<file path="src/rtl/arb_pkg.sv">
`default_nettype none
// ============================================================================
//  Module      : arb_pkg
//  Description : Shared types and constants for the fetch/data memory arbiter:
//                FSM state enum, grant encodings, default limits and a
//                counter-width helper.
//  Revision    : 1.0 - initial release
// ============================================================================
package arb_pkg;

    // Arbiter sequencing states
    typedef enum logic [1:0] {
        ST_IDLE   = 2'd0,
        ST_I_BUSY = 2'd1,
        ST_D_BUSY = 2'd2,
        ST_RESP   = 2'd3
    } arb_state_e;

    // Grant decision encodings produced by the IDLE-state selector
    localparam logic [1:0] C_GNT_NONE  = 2'd0;
    localparam logic [1:0] C_GNT_FETCH = 2'd1;
    localparam logic [1:0] C_GNT_DATA  = 2'd2;

    // Default tuning values
    localparam int C_DEF_STARVE_LIMIT = 4;
    localparam int C_DEF_TIMEOUT      = 1023;

    // Bits needed to hold values 0..max_val (at least one bit)
    function automatic int cnt_width(input int max_val);
        return (max_val < 2) ? 1 : $clog2(max_val + 1);
    endfunction

endpackage
`default_nettype wire

</file>
<file path="src/rtl/arb_timeout_counter.sv">
`default_nettype none
// ============================================================================
//  Module      : arb_timeout_counter
//  Description : Busy-cycle counter. Cleared (loaded with zero) while the
//                arbiter is not busy, counts each busy cycle, and flags the
//                TIMEOUT-th busy cycle as terminal.
//  Revision    : 1.0 - initial release
// ============================================================================
module arb_timeout_counter
    import arb_pkg::*;
#(
    parameter int TIMEOUT = C_DEF_TIMEOUT
) (
    input  logic clk_i,
    input  logic rst_i,
    input  logic clr_i,
    input  logic en_i,
    output logic tc_o
);

    localparam int              CW     = cnt_width(TIMEOUT);
    // Value held during the last permitted busy cycle (count starts at 0)
    localparam logic [CW-1:0]   C_LAST = CW'(TIMEOUT - 1);

    logic [CW-1:0] r_count;

    // Count busy cycles; hold at the terminal value rather than wrapping
    always_ff @(posedge clk_i) begin
        if (rst_i || clr_i) begin
            r_count <= '0;
        end else if (en_i && (r_count != C_LAST)) begin
            r_count <= r_count + CW'(1);
        end
    end

    assign tc_o = en_i && (r_count == C_LAST);

endmodule
`default_nettype wire

</file>
<file path="src/rtl/fetch_mem_arbiter.sv">
`default_nettype none
// ============================================================================
//  Module      : fetch_mem_arbiter
//  Description : Shares one multi-cycle memory port between the IF-stage fetch
//                requester and the MEM-stage data requester. Level handshake
//                in, one-cycle valid pulses out, pipeline stall generation,
//                fetch flush handling, anti-starvation for fetch and a
//                busy timeout with a sticky error flag.
//  Revision    : 1.0 - initial release
// ============================================================================
module fetch_mem_arbiter
    import arb_pkg::*;
#(
    parameter int ADDR_W       = 32,
    parameter int DATA_W       = 32,
    parameter int STARVE_LIMIT = C_DEF_STARVE_LIMIT,
    parameter int TIMEOUT      = C_DEF_TIMEOUT
) (
    input  logic              clk_i,
    input  logic              rst_i,
    // Fetch requester
    input  logic              i_req_i,
    input  logic [ADDR_W-1:0] i_addr_i,
    input  logic              i_flush_i,
    output logic              i_valid_o,
    output logic [DATA_W-1:0] i_rdata_o,
    output logic              i_stall_o,
    // Data requester
    input  logic              d_req_i,
    input  logic              d_we_i,
    input  logic [ADDR_W-1:0] d_addr_i,
    input  logic [DATA_W-1:0] d_wdata_i,
    output logic              d_valid_o,
    output logic [DATA_W-1:0] d_rdata_o,
    output logic              d_stall_o,
    // Memory port
    output logic              mem_enable_o,
    output logic              mem_write_o,
    output logic [ADDR_W-1:0] mem_addr_o,
    output logic [DATA_W-1:0] mem_wdata_o,
    input  logic [DATA_W-1:0] mem_rdata_i,
    input  logic              mem_ack_i,
    // Status
    output logic              err_o
);

    localparam int              SC_W         = cnt_width(STARVE_LIMIT);
    localparam logic [SC_W-1:0] C_STARVE_MAX = SC_W'(STARVE_LIMIT);

    arb_state_e        r_state;
    logic              r_mem_enable;
    logic              r_mem_write;
    logic [ADDR_W-1:0] r_mem_addr;
    logic [DATA_W-1:0] r_mem_wdata;
    logic [DATA_W-1:0] r_i_rdata;
    logic [DATA_W-1:0] r_d_rdata;
    logic              r_i_valid;
    logic              r_d_valid;
    logic              r_err;
    logic              r_drop;
    logic [SC_W-1:0]   r_starve_cnt;

    logic [1:0]        w_grant;
    logic              w_busy;
    logic              w_tc;
    logic              w_data_turn;
    logic              w_fetch_ok;
    logic              w_i_valid;
    logic              w_d_stall;

    assign w_busy = (r_state == ST_I_BUSY) || (r_state == ST_D_BUSY);

    // Counter restarts from zero every time a new access begins
    arb_timeout_counter #(
        .TIMEOUT (TIMEOUT)
    ) u_timeout (
        .clk_i (clk_i),
        .rst_i (rst_i),
        .clr_i (~w_busy),
        .en_i  (w_busy),
        .tc_o  (w_tc)
    );

    // Grant selection: data first unless fetch has waited through STARVE_LIMIT data grants
    always_comb begin
        w_data_turn = d_req_i && (r_starve_cnt < C_STARVE_MAX);
        w_fetch_ok  = i_req_i && !i_flush_i;
        w_grant     = C_GNT_NONE;
        if (r_state == ST_IDLE) begin
            if (w_data_turn) begin
                w_grant = C_GNT_DATA;
            end else if (w_fetch_ok) begin
                w_grant = C_GNT_FETCH;
            end else if (d_req_i) begin
                w_grant = C_GNT_DATA;
            end
        end
    end

    // Count data grants made while fetch is waiting; any idle fetch request gap clears it
    always_ff @(posedge clk_i) begin
        if (rst_i) begin
            r_starve_cnt <= '0;
        end else if (!i_req_i || (w_grant == C_GNT_FETCH)) begin
            r_starve_cnt <= '0;
        end else if ((w_grant == C_GNT_DATA) && (r_starve_cnt != C_STARVE_MAX)) begin
            r_starve_cnt <= r_starve_cnt + SC_W'(1);
        end
    end

    // Access sequencer: issue on grant, capture on ack, abort on timeout, one RESP turnaround
    always_ff @(posedge clk_i) begin
        if (rst_i) begin
            r_state      <= ST_IDLE;
            r_mem_enable <= 1'b0;
            r_mem_write  <= 1'b0;
            r_mem_addr   <= '0;
            r_mem_wdata  <= '0;
            r_i_rdata    <= '0;
            r_d_rdata    <= '0;
            r_i_valid    <= 1'b0;
            r_d_valid    <= 1'b0;
            r_err        <= 1'b0;
            r_drop       <= 1'b0;
        end else begin
            r_i_valid <= 1'b0;
            r_d_valid <= 1'b0;
            case (r_state)
                ST_IDLE: begin
                    r_drop <= 1'b0;
                    if (w_grant == C_GNT_DATA) begin
                        r_state      <= ST_D_BUSY;
                        r_mem_enable <= 1'b1;
                        r_mem_write  <= d_we_i;
                        r_mem_addr   <= d_addr_i;
                        r_mem_wdata  <= d_wdata_i;
                    end else if (w_grant == C_GNT_FETCH) begin
                        r_state      <= ST_I_BUSY;
                        r_mem_enable <= 1'b1;
                        r_mem_write  <= 1'b0;
                        r_mem_addr   <= i_addr_i;
                        r_mem_wdata  <= '0;
                    end
                end
                ST_I_BUSY: begin
                    // A flush anywhere in the access, including the ack cycle, kills the pulse
                    if (i_flush_i) begin
                        r_drop <= 1'b1;
                    end
                    if (mem_ack_i) begin
                        r_mem_enable <= 1'b0;
                        r_i_rdata    <= mem_rdata_i;
                        r_i_valid    <= ~(r_drop | i_flush_i);
                        r_state      <= ST_RESP;
                    end else if (w_tc) begin
                        r_mem_enable <= 1'b0;
                        r_err        <= 1'b1;
                        r_state      <= ST_RESP;
                    end
                end
                ST_D_BUSY: begin
                    if (mem_ack_i) begin
                        r_mem_enable <= 1'b0;
                        if (!r_mem_write) begin
                            r_d_rdata <= mem_rdata_i;
                        end
                        r_d_valid <= 1'b1;
                        r_state   <= ST_RESP;
                    end else if (w_tc) begin
                        r_mem_enable <= 1'b0;
                        r_err        <= 1'b1;
                        r_state      <= ST_RESP;
                    end
                end
                ST_RESP: begin
                    r_state <= ST_IDLE;
                end
                default: begin
                    r_state <= ST_IDLE;
                end
            endcase
        end
    end

    // A flush arriving in the RESP cycle still hides the fetch result
    assign w_i_valid = r_i_valid & ~i_flush_i;
    assign w_d_stall = ~rst_i & d_req_i & ~r_d_valid;

    assign i_valid_o    = w_i_valid;
    assign i_rdata_o    = r_i_rdata;
    assign i_stall_o    = ~rst_i & ((i_req_i & ~w_i_valid) | w_d_stall);
    assign d_valid_o    = r_d_valid;
    assign d_rdata_o    = r_d_rdata;
    assign d_stall_o    = w_d_stall;
    assign mem_enable_o = r_mem_enable;
    assign mem_write_o  = r_mem_write;
    assign mem_addr_o   = r_mem_addr;
    assign mem_wdata_o  = r_mem_wdata;
    assign err_o        = r_err;

endmodule
`default_nettype wire
</file>
<file path="config.mk">
export PLATFORM = sky130hd
export DESIGN_NAME = fetch_mem_arbiter
export DESIGN_NICKNAME = d
export VERILOG_FILES = /design/src/rtl/arb_pkg.sv /design/src/rtl/arb_timeout_counter.sv /design/src/rtl/fetch_mem_arbiter.sv
export SDC_FILE = /design/constraint.sdc
export NUM_CORES = 1
export LEC_CHECK = 0
export CORE_MARGIN = 4
export CORE_UTILIZATION = 45
export CTS_CLUSTER_DIAMETER = 40
export DETAILED_ROUTE_END_ITERATION = 8
export PLACE_DENSITY = 0.86
export SYNTH_ARGS = -nofsm -noshare
export SYNTH_HDL_FRONTEND = slang
export SYNTH_SLANG_ARGS = --single-unit
</file>
<file path="constraint.sdc">
create_clock -name clk_i -period 3.3 [get_ports clk_i]
set_input_delay 0.66 -clock clk_i [delete_from_list [all_inputs] [get_ports clk_i]]
set_output_delay 0.66 -clock clk_i [all_outputs]
set_load 0.01 [all_outputs]
</file>
-- Word-level counts from Yosys, hierarchy flattened
Cells that the tools add are included.
- add/sub/neg operators: 2
- magnitude comparators: 1
- equal/unequal tests: 11
- multiplexer cells: 23
- bitwise gates (word level): 17
- reduce and logical (&&, ||, !) cells: 25
- operator list (kind ; number):
    two-way mux 32 bit ; 4
    two-way mux 2 bit ; 8
    adder 10 x 1 -> 10 bit, second input constant ; 1
    equality test 10 bit, second input constant ; 1
    inequality test 10 bit, second input constant ; 1
    NOT 1 bit ; 10
    AND reduction 3 bit ; 3
    two-way mux 1 bit ; 8
    AND reduction 2 bit ; 4
    equality test 2 bit, second input constant ; 3
    inequality test 3 x 1 -> 1 bit, second input constant ; 2
    one-hot mux 2 bit (3 select lines) ; 1
    nonzero test 2 bit ; 3
    OR reduction 2 bit ; 3
    AND 1 bit ; 5
    logical AND 1 bit ; 5
    equality test 2 x 1 -> 1 bit, second input constant ; 2
    one-hot mux 1 bit (2 select lines) ; 2
    adder 3 x 1 -> 3 bit, second input constant ; 1
    logical OR 1 bit ; 3
    less-than comparator 3 bit, second input constant ; 1
    inequality test 3 bit, second input constant ; 1
    OR reduction 3 bit ; 1
    zero test 1 bit ; 2
    3 further kinds ; 4
- flip-flop bits (word level): 149
- bits of input ports: 135
- output and inout bits: 135
- logic and storage cells: 92

-- Longest topological paths before layout
- word-level depth: 9
- depth in mapped cells: 10
- gate-level depth less buffers: 9

-- Hierarchy
From an unflattened synthesis, not the netlist that was laid out.
- cells, all modules: 716
- area total of the unflattened synthesis: 6282.3 µm²
- modules (own cells, without submodules) (module ; times used ; cells an instance ; area each (µm²) ; seq. area each (µm²)):
    fetch_mem_arbiter ; 1 ; 640 ; 5645.4 ; 2782.7
    arb_timeout_counter ; 1 ; 76 ; 636.9 ; 200.2

-- Least setup slack after synthesis
OpenSTA, ideal clock, no wires.
- kind: input-to-reg
- start: input i_req_i
- end: register r_mem_addr[10], in the netlist mem_addr_o[10]
- arrival time: 1976 ps
- required time: 3166 ps
- setup slack: 1189 ps
- stages on the path: 9
- path buffers: 2
- path through: nor2b_1 > nand2_1 > nand3_1 > inv_1 > ha_1 > nor2_1 > buf_2 > buf_2 > a211oi_1
- word-level cells in the longest chain between the ends: 7
- elaborated cells between the ends (all ways): 9
- classes of those cells: eq/ne: 2; mux: 4; reduce/logical: 3
- ends and longest elaborated chain (element ; RTL line ; text):
    from (decl) ; fetch_mem_arbiter.sv:22 ; input logic i_req_i,
    logical AND 1 bit * ; fetch_mem_arbiter.sv:87 ; w_fetch_ok = i_req_i && !i_flush_i;
    two-way mux 2 bit * ; fetch_mem_arbiter.sv:92 ; end else if (w_fetch_ok) begin
    two-way mux 2 bit * ; fetch_mem_arbiter.sv:90 ; if (w_data_turn) begin
    two-way mux 2 bit * ; fetch_mem_arbiter.sv:89 ; if (r_state == ST_IDLE) begin
    equality test 2 x 1 -> 1 bit / equality test 2 bit (equally long branches) ; fetch_mem_arbiter.sv:137, fetch_mem_arbiter.sv:131 ;
    nonzero test 2 bit (no line) ; - ;
    AND reduction 2 bit (no line) ; - ;
    to (signal assigned) ; fetch_mem_arbiter.sv:135 ; r_mem_addr <= d_addr_i;
    to (signal assigned) ; fetch_mem_arbiter.sv:141 ; r_mem_addr <= i_addr_i;
    to (decl) ; fetch_mem_arbiter.sv:53 ; logic [ADDR_W-1:0] r_mem_addr;
Mark *: on every way between the ends. The rest lies on a longest branch, timed or not.
A chain may end at the register's enable or synchronous reset.

-- Worst setup path after layout
- start: input d_req_i
- end: output i_stall_o
- word-level cells in the longest chain between the ends: 4
- ends and longest elaborated chain (element ; RTL line ; text):
    from (decl) ; fetch_mem_arbiter.sv:29 ; input logic d_req_i,
    AND 1 bit (2 in a row) ; fetch_mem_arbiter.sv:187 ; assign w_d_stall = ~rst_i & d_req_i & ~r_d_valid;
    bitwise OR 1 bit ; fetch_mem_arbiter.sv:191 ; assign i_stall_o = ~rst_i & ((i_req_i & ~w_i_valid) | w_d_stall);
    AND 1 bit ; fetch_mem_arbiter.sv:191 ;
    to (decl) ; fetch_mem_arbiter.sv:27 ; output logic i_stall_o,
No other way between the ends.

==> results.sh <==
export IMPL_async_flop_share_pct=0
export IMPL_clockPowerShare_pct=27.7
export IMPL_grt_pass1_vias=5603
export IMPL_ir_worst_vdd_v=0.000423
export IMPL_routed_wl_mm=18.4
export IMPL_cts_resized_gates=0
export IMPL_pwr_share_comb_pct=37.6
export IMPL_slowest_delay_ps=550
export IMPL_htree_num_levels=4
export IMPL_post_dp_hpwl_mm=13.4
export IMPL_area_delta_synth_final_pct=58.7
export IMPL_dr_total_vias=5786
export IMPL_cp_arrival_ps=2080
export IMPL_synth_cells=696
export IMPL_synthesis_area_sq_um=5850
export IMPL_synth_top_cell_by_area="dfxtp_1"
export IMPL_required_ps=2640
export IMPL_cp_top_family="buffers and inverters"
export IMPL_final_max_slew_viol_count=0
export IMPL_wl_per_cell_microns=16.2
export IMPL_grt_total_usage_pct=24.4
export IMPL_rsz0062_at_grt="no"
export IMPL_numCtsBuffers=17
export IMPL_power_switching_uw=2230
export IMPL_synth_top_cell_area_share_pct=51.0
export IMPL_slowest_stage="clkdlybuf4s50_1"
export IMPL_finalClockSkew_ps=6.94
export IMPL_gp_congestion=0.830
export IMPL_cts_tree="yes"
export IMPL_switching_share_pct=33.1
export IMPL_drive_gt1_share_pct=5.84
export IMPL_initial_core_util_pct=46.2
export IMPL_maxCapViolCount=0
export IMPL_ys_seq_elements=149
export IMPL_leakage_uw=0.00328
export IMPL_p_int_uw=4500
export IMPL_setup_viol_count_final=0
export IMPL_place_area_sq_um=8710
export IMPL_fillCellCount=974
export IMPL_fp_dieW_microns=122
export IMPL_hold_depth=1
export IMPL_finalInstanceArea_sq_um=9280
export IMPL_finalSetupTns_ps=0
export IMPL_slew_headroom_pct=49.8
export IMPL_yosysMostFrequentCell="nand2_1"
export IMPL_postCtsSetupRepairBufs=0
export IMPL_cpMostUsedCell="clkdlybuf4s50_1"
export IMPL_power_density_nw_per_um2=725
export IMPL_clockRootBuffer="clkbuf_16"
export IMPL_drtAntennaViolNets=0
export IMPL_cts_hold_buf=0
export IMPL_clock_latency_ps=420
export IMPL_synth_cell_types=40
export IMPL_grt_pass1_wl_mm=28.3
export IMPL_run_status="complete, no violations"
export IMPL_drc=0
export IMPL_cts_buffer_depth=2
export IMPL_synth_warnings=0
export IMPL_path_cells="clkdlybuf4s50_1 -> nor3b_1 -> o21bai_1 -> clkdlybuf4s50_1"
export IMPL_period_share_pct=83.1
export IMPL_avgSynthCellArea_sq_um=8.40
export IMPL_critPathLaunchType="input port"
export IMPL_drtIter0Drc=414
export IMPL_multi_input_area_sq_um=2620
export IMPL_crit_cells=4
export IMPL_worstMarginPinSlew_ps=753
export IMPL_synth_top_cells_by_count="nand2_1 (172), dfxtp_1 (149), a21oi_1 (103)"
export IMPL_register_area_sq_um=2980
export IMPL_diodes=0
export IMPL_cp_num_buf_inv=2
export IMPL_worst_setup_path_type="input port to output port"
export IMPL_grt_max_degree=75
export IMPL_hold_class="register to register"
export IMPL_vias_per_cell=5.12
export IMPL_reg2reg_depth=9
export IMPL_nNetsFinal=1092
export IMPL_min_period_ps=2740
export IMPL_syn_num_nets=842
export IMPL_die_area_sq_um=14900
export IMPL_final_core_util_pct=73.2
export IMPL_ioPinCount=270
export IMPL_max_freq_mhz=365
export IMPL_port_buffers=269
export IMPL_holdWs_ps=423
export IMPL_globalRouteOverflowTotal=0
export IMPL_fp_dieH_microns=122
export IMPL_synth_edf_count=0
export IMPL_synth_ff_type="dfxtp_1"
export IMPL_cp_end_kind="output port"
export IMPL_hold_viol_final=0
export IMPL_seqPwrFrac_pct=34.7
export IMPL_dr_pass1_iters=4
export IMPL_crit_fanout=3
export IMPL_cts_sinks=149
export IMPL_cts_reportedPaths_clkPinSlew_ps=60
export IMPL_row_count=41
export IMPL_antenna_found_initial=0
export IMPL_core_sq_um=12700
export IMPL_seq_area_frac_synth_pct=51.0
export IMPL_ys_top_cells_by_area="dfxtp_1 (51%), nand2_1 (11%), a21oi_1 (8.8%), mux2i_1 (5.6%), a211oi_1 (4.6%)"
## per-layer routing
layer	track usage (%)	up-vias	part of all wire (%)
li1	-	2865	-
met1	26.5	2656	38
met2	43.8	228	51
met3	7.52	37	8.2
met4	10.6	0	2.7
met5	0	-	0
## cell type report
| type | instances | share of cell area (%) |
|---|---|---|
| clock inverters | 13 | 1.42 |
| repair buffers | 284 | 30.7 |
| flip-flops and latches | 149 | 32.1 |
| multi-input cells | 484 | 28.2 |
| well taps | 172 | 2.32 |
| clock buffers | 19 | 4.77 |
| inverters | 10 | 0.404 |
## sequential cells by signal (all words and copies together), names as in the netlist
signal,cells
d_valid_o,1
mem_wdata_o,32
r_drop,1
r_starve_cnt,3
mem_write_o,1
i_rdata_o,32
mem_addr_o,32
d_rdata_o,32
r_i_valid,1
err_o,1
u_timeout.r_count,10
r_state,2
mem_enable_o,1
## power groups by stage
stage	clock (uW)	combinational (uW)	sequential (uW)
3_5_place_dp	0	2540	2370
5_1_grt	1980	2750	2380
4_1_cts	1900	2560	2330
3_3_place_gp	0	2500	2360
6_report	1860	2530	2330
2_1_floorplan	0	1150	2500
## cell families (layout without fill, tap and decap cells)
kind of cell	Yosys count	in the layout	synth area share, %
adder cells (fa/ha/maj)	11	11	2.35
AND/OR/NAND/NOR	284	284	20.6
multiplexers	33	33	5.65
flip-flops	149	149	51.0
buffers and inverters	63	326	4.45
XOR/XNOR	4	4	0.599
AO/OA/AOI/OAI	152	152	15.3
## through the flow
step                      std cells  worst slack (ps)  total power [uW]
after global placement         1099               485              4860
final                          1131               558              6720
after detailed placement       1099               409              4910
after floorplan                 696              1190              3650
after global routing           1131               513              7100
after CTS                      1131               549              6790
## worst paths after layout
check                           startpoint              end  slack (ps)
worst min-delay path                r_drop        r_i_valid         420
worst max register to register  r_state[1]  mem_wdata_o[12]        1050
worst max-delay path               d_req_i        i_stall_o         560
worst min register to register      r_drop        r_i_valid         420
## cell usage in the layout (no fill, tap or decap), types with 2 or more instances in the layout
| master | n |
|---|---|
| nand2b_1 | 3 |
| buf_12 | 4 |
| clkinv_2 | 5 |
| buf_4 | 12 |
| nor2_1 | 44 |
| mux2i_1 | 33 |
| a211oi_1 | 36 |
| nor3_1 | 2 |
| or4_1 | 3 |
| clkdlybuf4s50_1 | 268 |
| inv_1 | 10 |
| clkinvlp_4 | 5 |
| or3_1 | 3 |
| nand4_1 | 3 |
| nor2b_1 | 2 |
| o31ai_1 | 3 |
| a21oi_1 | 103 |
| and2_1 | 2 |
| clkbuf_16 | 17 |
| ha_1 | 10 |
| xnor2_1 | 3 |
| nand2_1 | 172 |
| dfxtp_1 | 149 |
| nor4_1 | 2 |
| o21ai_0 | 3 |
| or2_2 | 2 |
| nand3_1 | 37 |
| bufinv_16 | 2 |
(Power assumes the default switching activity.)
